<file path="src/rtl/command_sender.sv">
// command_sender: sends one 8-bit LCD command as two 4-bit transfers, upper nibble first.
// Each nibble gets a setup phase, an enable pulse and a hold phase. A gap separates the
// two nibbles, and a long wait follows the second one before the next command can start.
//
// Ports:
//   clk      system clock; all state changes on the rising edge
//   rst      synchronous active-high reset
//   start    request to send one command; accepted only while ready=1
//   rs_in    register select captured with the command (0 = instruction, 1 = data)
//   rw_in    read/write select captured with the command
//   data_in  command byte, captured on the accepting edge
//   lcd_rs   LCD register select (registered)
//   lcd_rw   LCD read/write (registered)
//   lcd_e    LCD enable strobe (registered)
//   sf_d     LCD data nibble (registered)
//   ready    high while idle and able to accept start (registered)
module command_sender #(
  parameter int unsigned T_SETUP = 2,
  parameter int unsigned T_PULSE = 12,
  parameter int unsigned T_HOLD  = 1,
  parameter int unsigned T_GAP   = 50,
  parameter int unsigned T_WAIT  = 2000
) (
  input  logic       clk,
  input  logic       rst,
  input  logic       start,
  input  logic       rs_in,
  input  logic       rw_in,
  input  logic [7:0] data_in,
  output logic       lcd_rs,
  output logic       lcd_rw,
  output logic       lcd_e,
  output logic [3:0] sf_d,
  output logic       ready
);

  localparam int unsigned CntW = 12;

  // Counter value on the final cycle of each phase.
  localparam logic [CntW-1:0] SetupLast = CntW'(T_SETUP - 1);
  localparam logic [CntW-1:0] PulseLast = CntW'(T_PULSE - 1);
  localparam logic [CntW-1:0] HoldLast  = CntW'(T_HOLD - 1);
  localparam logic [CntW-1:0] GapLast   = CntW'(T_GAP - 1);
  localparam logic [CntW-1:0] WaitLast  = CntW'(T_WAIT - 1);

  typedef enum logic [3:0] {
    StIdle,
    StUSetup,
    StUPulse,
    StUHold,
    StGap,
    StLSetup,
    StLPulse,
    StLHold,
    StWait
  } state_e;

  state_e          state_q;
  logic [CntW-1:0] cnt_q;
  logic [3:0]      lo_nibble_q;
  logic            phase_done;

  // True on the last cycle of the current timed phase.
  always_comb begin
    phase_done = 1'b0;
    unique case (state_q)
      StUSetup, StLSetup: phase_done = (cnt_q == SetupLast);
      StUPulse, StLPulse: phase_done = (cnt_q == PulseLast);
      StUHold, StLHold:   phase_done = (cnt_q == HoldLast);
      StGap:              phase_done = (cnt_q == GapLast);
      StWait:             phase_done = (cnt_q == WaitLast);
      default:            phase_done = 1'b0;
    endcase
  end

  always_ff @(posedge clk) begin
    if (rst) begin
      state_q     <= StIdle;
      cnt_q       <= '0;
      lo_nibble_q <= '0;
      lcd_rs      <= 1'b0;
      lcd_rw      <= 1'b0;
      lcd_e       <= 1'b0;
      sf_d        <= '0;
      ready       <= 1'b1;
    end else begin
      // Counter restarts at each phase boundary; it rests at zero while idle.
      if (state_q != StIdle) begin
        cnt_q <= phase_done ? '0 : cnt_q + 1'b1;
      end

      unique case (state_q)
        StIdle: begin
          if (start) begin
            state_q     <= StUSetup;
            cnt_q       <= '0;
            lo_nibble_q <= data_in[3:0];
            lcd_rs      <= rs_in;
            lcd_rw      <= rw_in;
            sf_d        <= data_in[7:4];
            lcd_e       <= 1'b0;
            ready       <= 1'b0;
          end
        end
        StUSetup: begin
          if (phase_done) begin
            state_q <= StUPulse;
            lcd_e   <= 1'b1;
          end
        end
        StUPulse: begin
          if (phase_done) begin
            state_q <= StUHold;
            lcd_e   <= 1'b0;
          end
        end
        StUHold: begin
          if (phase_done) begin
            state_q <= StGap;
          end
        end
        StGap: begin
          if (phase_done) begin
            state_q <= StLSetup;
            sf_d    <= lo_nibble_q;
          end
        end
        StLSetup: begin
          if (phase_done) begin
            state_q <= StLPulse;
            lcd_e   <= 1'b1;
          end
        end
        StLPulse: begin
          if (phase_done) begin
            state_q <= StLHold;
            lcd_e   <= 1'b0;
          end
        end
        StLHold: begin
          if (phase_done) begin
            state_q <= StWait;
          end
        end
        StWait: begin
          if (phase_done) begin
            state_q <= StIdle;
            lcd_rs  <= 1'b0;
            lcd_rw  <= 1'b0;
            sf_d    <= '0;
            ready   <= 1'b1;
          end
        end
        default: begin
          // Unreachable encodings recover to idle.
          state_q <= StIdle;
          cnt_q   <= '0;
          lcd_rs  <= 1'b0;
          lcd_rw  <= 1'b0;
          lcd_e   <= 1'b0;
          sf_d    <= '0;
          ready   <= 1'b1;
        end
      endcase
    end
  end

endmodule

</file>
<file path="config.mk">
export PLATFORM = sky130hd
export DESIGN_NAME = command_sender
export DESIGN_NICKNAME = d
export VERILOG_FILES = /design/src/rtl/command_sender.sv
export SDC_FILE = /design/constraint.sdc
export NUM_CORES = 1
export LEC_CHECK = 0
export ABC_AREA = 1
export CORE_UTILIZATION = 40
export CTS_CLUSTER_SIZE = 10
export DETAILED_ROUTE_END_ITERATION = 10
export HOLD_SLACK_MARGIN = 0.02
export SLEW_MARGIN = 20
export SYNTH_ARGS = -nofsm -noshare
export SYNTH_HDL_FRONTEND = slang
export SYNTH_SLANG_ARGS = --single-unit
</file>
<file path="constraint.sdc">
create_clock -name clk -period 2 [get_ports clk]
set_input_delay 0.6 -clock clk [delete_from_list [all_inputs] [get_ports clk]]
set_output_delay 0.6 -clock clk [all_outputs]
set_load 0.005 [all_outputs]
</file>
[Yosys cells after proc, flatten, opt, wreduce, memory -nomap -nowiden]
Cells that the tools add are included.
Word-level totals
  input bits: 13
  register bits after elaboration: 28
  output and inout port bits: 8
Cells by class
  add/subtract/negate cells: 1
  eq/ne operators: 23
  reductions and logical operators: 15
  bitwise operators: 3
  muxes and demuxes: 27
Operator list (count)
  $mux W4: 11
  $mux W12: 3
  $pmux W4 S9: 1
  $pmux W12 S2: 1
  $ne A2 B2 Y1 const B: 9
  $eq A4 B3 Y1 const B: 4
  $pmux W4 S4: 1
  $add A12 B1 Y12 const B: 1
  $eq A12 B1 Y1 const B: 1
  $eq A12 B11 Y1 const B: 1
  $eq A12 B4 Y1 const B: 1
  $eq A12 B6 Y1 const B: 1
  $logic_not A12 Y1: 1
  $pmux W1 S3: 3
  $reduce_and A9 Y1: 1
  $eq A4 B2 Y1 const B: 2
  $reduce_and A4 Y1: 2
  $reduce_or A8 Y1: 1
  $reduce_or A7 Y1: 1
  $reduce_or A2 Y1: 3
  $reduce_or A6 Y1: 1
  $mux W1: 5
  $pmux W1 S5: 1
  $eq A4 B1 Y1 const B: 1
  other kinds (9): 12

[Logic depth before layout (Yosys ltp)]
  depth after elaboration: 7
  mapped depth: 16
  gate-level depth less buffers: 15

[Least setup slack after synthesis]
No wires, ideal clock.
  path type: reg2reg
  from: reg state_q[3]
  to: reg sf_d[0]
  cell stages (with the launch flop): 14
  data required time: 1887 ps
  arrival: 1469 ps
  library setup time: 113 ps
  period minus slack after synthesis: 1581 ps
  path slack: 419 ps
  cell sequence: dfxtp_1 -> buf_6 -> nor2_1 -> nand2_1 -> nand3_1 -> nor2_1 -> nor2_2 -> nand3_2 -> nand3_2 -> nand2_4 -> nor2_8 -> nand2_1 -> nand2_1 -> nor2_1
On the way
  cells in the longest elaborated chain, start to end: 5
  elaborated cells on any way between the ends: 20
  classes of those cells: 11 x eq/ne; 2 x mux; 1 x bitwise; 6 x reduce/logical
RTL lines
  start, declared: RTL line 58  | state_e state_q;
  start signal, assigned: RTL line 78  | state_q <= StIdle;
  start signal, assigned: RTL line 95  | state_q <= StUSetup;
  start signal, assigned: RTL line 107  | state_q <= StUPulse;
  $eq A4 B3 Y1 (tied with other cells): RTL line 66, 92
  $reduce_or A2 Y1, on equally long branches
  $pmux W1 S5: RTL line 66  | unique case (state_q)
  $ne A2 B2 Y1 (no line)
  $reduce_and A4 Y1 (no line)
  end signal, assigned: RTL line 100  | sf_d <= data_in[7:4];
  end signal, assigned: RTL line 125  | sf_d <= lo_nibble_q;
  end, declared: RTL line 33  | output logic [3:0] sf_d,
Parallel ways exist; a longest one is shown, timed or not.
A chain may end at the register's enable or synchronous reset.

[Worst setup path in the final report]
  from: reg state_q[2]
  to: reg sf_d[3]
Same word-level chain as after synthesis.

==> results.json <==
{
  "cap_violations": 0,
  "path_max_fanout": 8,
  "clkTransAtPathRegs_ps": 100,
  "worst_setup_path_end_kind": "flop",
  "setup_violations": 0,
  "num_rows": 22,
  "fillers": 421,
  "tns_ps": 0,
  "holdCritStartpoint": "lo_nibble_q[3]",
  "drv_slew": 0,
  "cts_setup_buffers": 0,
  "drc": 0,
  "cts_tree": "yes",
  "place_congestion": 0.8312,
  "initial_utilization_pct": 42.78,
  "rsz0062_at_grt": "false",
  "ant_nets": 0,
  "dp_slack_ps": 105.0,
  "yosysWarnings": 0,
  "finalHoldViolations": 0,
  "p_total_w": 0.002595,
  "finalCriticalPeriod_ps": 1747,
  "grt_pass1_vias": 1399,
  "cts_resized": 0,
  "h-tree-depth": 1,
  "wl_per_cell_um": 10.32,
  "fin_ws_ps": 252.7,
  "clock-sinks": 28,
  "die_area_sq_mm": 0.004261,
  "setup.reg_to_reg.worst_slack_ps": 250,
  "avgSynthCellArea_sq_um": 6.564,
  "slowest_delay_ps": 420,
  "ioPinCount": 21,
  "area_delta_synth_final_pct": 21.48,
  "track_usage_pct": 17.62,
  "critPathTopFamily": "simple AND/OR/NAND/NOR gates",
  "antenna_found_initial": 0,
  "hpwl_um": 2613,
  "nNetsFinal": 285,
  "skew_ps": 5.565,
  "crit_chain": "inv_2 -> nor2_4 -> nand2_2 -> nand2_1 -> nand3_1 -> nor2_2 -> nand3_2 -> nand3_2 -> nand2_4 -> nor2_8 -> nand2_1 -> nand2_1 -> nor2_1",
  "grt_max_degree": 17,
  "cp-startpoint": "state_q[2]",
  "worstRegToRegCells": 13,
  "hold_class": "flop to flop",
  "crit_path_frequent_cell": "nand2_1",
  "path_buf_inv": 1,
  "hold_buffers": 0,
  "synth_area_leaders": "dfxtp_1, nand2_1, nor2_1",
  "ys_seq_elements": 28,
  "vias_per_cell": 4.716,
  "hold_ws_ps": 449.3,
  "clockRootBuffer": "clkbuf_8",
  "io_buffers": 20,
  "overflow": 0,
  "wirelength_um": 3271,
  "ys_types": 31,
  "crit_path_end": "sf_d[3]",
  "slew_headroom_pct": 81.40,
  "drt_iter0_drc": 81,
  "arrival_ps": 1930,
  "crit_slowest_cell": "dfxtp_1",
  "vias": 1495,
  "core_region_area_sq_mm": 0.003744,
  "syn_nets": 259,
  "drive_above_1_share_pct": 13.75,
  "cp-start-kind": "flop",
  "firstDrtPassIters": 4,
  "clock_path_buffers": 2,
  "p_leak_nw": 0.8550,
  "synth_cells": 244,
  "fmax_ghz": 0.5723,
  "path_depth": 13,
  "critPathKind": "flop to flop",
  "die_h_um": 65.28,
  "worst_pin_slew_ps": 276.4,
  "netlist_area_sq_mm": 0.001602,
  "power_density_mw_per_mm2": 1334,
  "numCtsBuffers": 3,
  "synth_top_area_cell": "dfxtp_1",
  "ir_drop_mv": 0.5647,
  "reg2reg_to": "sf_d[3]",
  "reg2reg_from": "state_q[2]",
  "required_ps": 2180,
  "grt_pass1_wl_um": 5927,
  "die_w_um": 65.28,
  "synth.top_cell.area_share_pct": 35.00,
  "min_period_over_period_pct": 87.36,
  "status": "complete, no violations",
  "synth_seq_area_share_pct": 35.00,
  "insertedDiodeCount": 0,
  "insertion_delay_ps": 280
}
## synth_stat cells, drive strengths merged
cell and number:
nand2 56, nor2 48, inv 41, dfxtp 28, nand3 19, nor3 13
a21oi 12, o21ai 11, xor2 3, buf 2, ha 2, clkbuf 1
clkinv 1, nand4 1, nor3b 1, nor4 1, o211ai 1, o22ai 1
or2 1, xnor2 1
## logic make-up (layout without fill, tap and decap cells)
group                    after synthesis  after routing  share of synthesized area (%)
XOR/XNOR                               4              4                          2.188
AND/OR/NAND/NOR                      140            140                          42.03
flip-flops                            28             28                          35.00
buffers and inverters                 45             70                          11.17
adder cells (fa/ha/maj)                2              2                          1.562
AO/OA/AOI/OAI                         25             25                          8.047
## sequential cells by signal (all words and copies together), names as in the netlist
register / cells
cnt_q: 12
lo_nibble_q: 4
sf_d: 4
state_q: 4
lcd_e: 1
lcd_rs: 1
lcd_rw: 1
ready: 1
## cell type report
| class | count | area, sq um | area share, % |
|---|---|---|---|
| timing repair buffer | 24 | 230.2 | 11.83 |
| sequential | 28 | 563.0 | 28.94 |
| clock buffer | 3 | 41.29 | 2.122 |
| inverter | 42 | 158.9 | 8.167 |
| clock inverter | 1 | 30.03 | 1.543 |
| multi-input combinational | 171 | 862.1 | 44.31 |
| tap | 48 | 60.06 | 3.087 |
## worst min path at each step
| stage | cells past startpoint | slack, ps | endpoint |
|---|---|---|---|
| after CTS | 2 | 450 | lo_nibble_q[3] |
| after global routing | 2 | 480 | lo_nibble_q[0] |
| after detailed placement | 2 | 440 | lo_nibble_q[3] |
| final | 2 | 450 | lo_nibble_q[3] |
| after global placement | 2 | 430 | lo_nibble_q[3] |
| after floorplan | 2 | 420 | lo_nibble_q[0] |
## layer usage
metal,routed length [um],up-vias,track usage (%),share of wire [%]
met5,0,-,0,0
met4,38,0,4.891,1.2
met3,119,4,2.604,3.6
met2,1445,26,28.22,44
met1,1668,658,24.41,51
li1,-,807,-,-
## report_power, final
| part | switching [W] | total, W | internal (W) |
|---|---|---|---|
| clock network | 0.000183 | 0.000451 | 0.000268 |
| logic | 0.000820 | 0.00136 | 0.000540 |
| registers | 0.0000910 | 0.000784 | 0.000693 |
## per-stage QoR
step	cells	utilization [%]	area [sq um]
after floorplan	244	-	1602
after global placement	313	50.00	1872
after detailed placement	313	50.00	1872
after CTS	317	51.91	1943
after global routing	317	51.97	1946
final	317	51.97	1946
## placed cells by master (no fill, tap or decap), types with 4 or more instances in the layout
master,n
nand3_1,16
clkdlybuf4s50_1,20
buf_4,4
inv_2,7
a21oi_1,12
o21ai_0,10
dfxtp_1,26
nor2_1,43
nand2_2,6
nand2_1,49
nor3_1,11
inv_1,34
## worst register-to-register path, cell delays in order (launching register included)
cell,delay (ps)
dfxtp_1,420
inv_2,60
nor2_4,140
nand2_2,130
nand2_1,80
nand3_1,90
nor2_2,100
nand3_2,110
nand3_2,110
nand2_4,80
nor2_8,160
nand2_1,70
nand2_1,60
nor2_1,30
(Power assumes the default switching activity.)
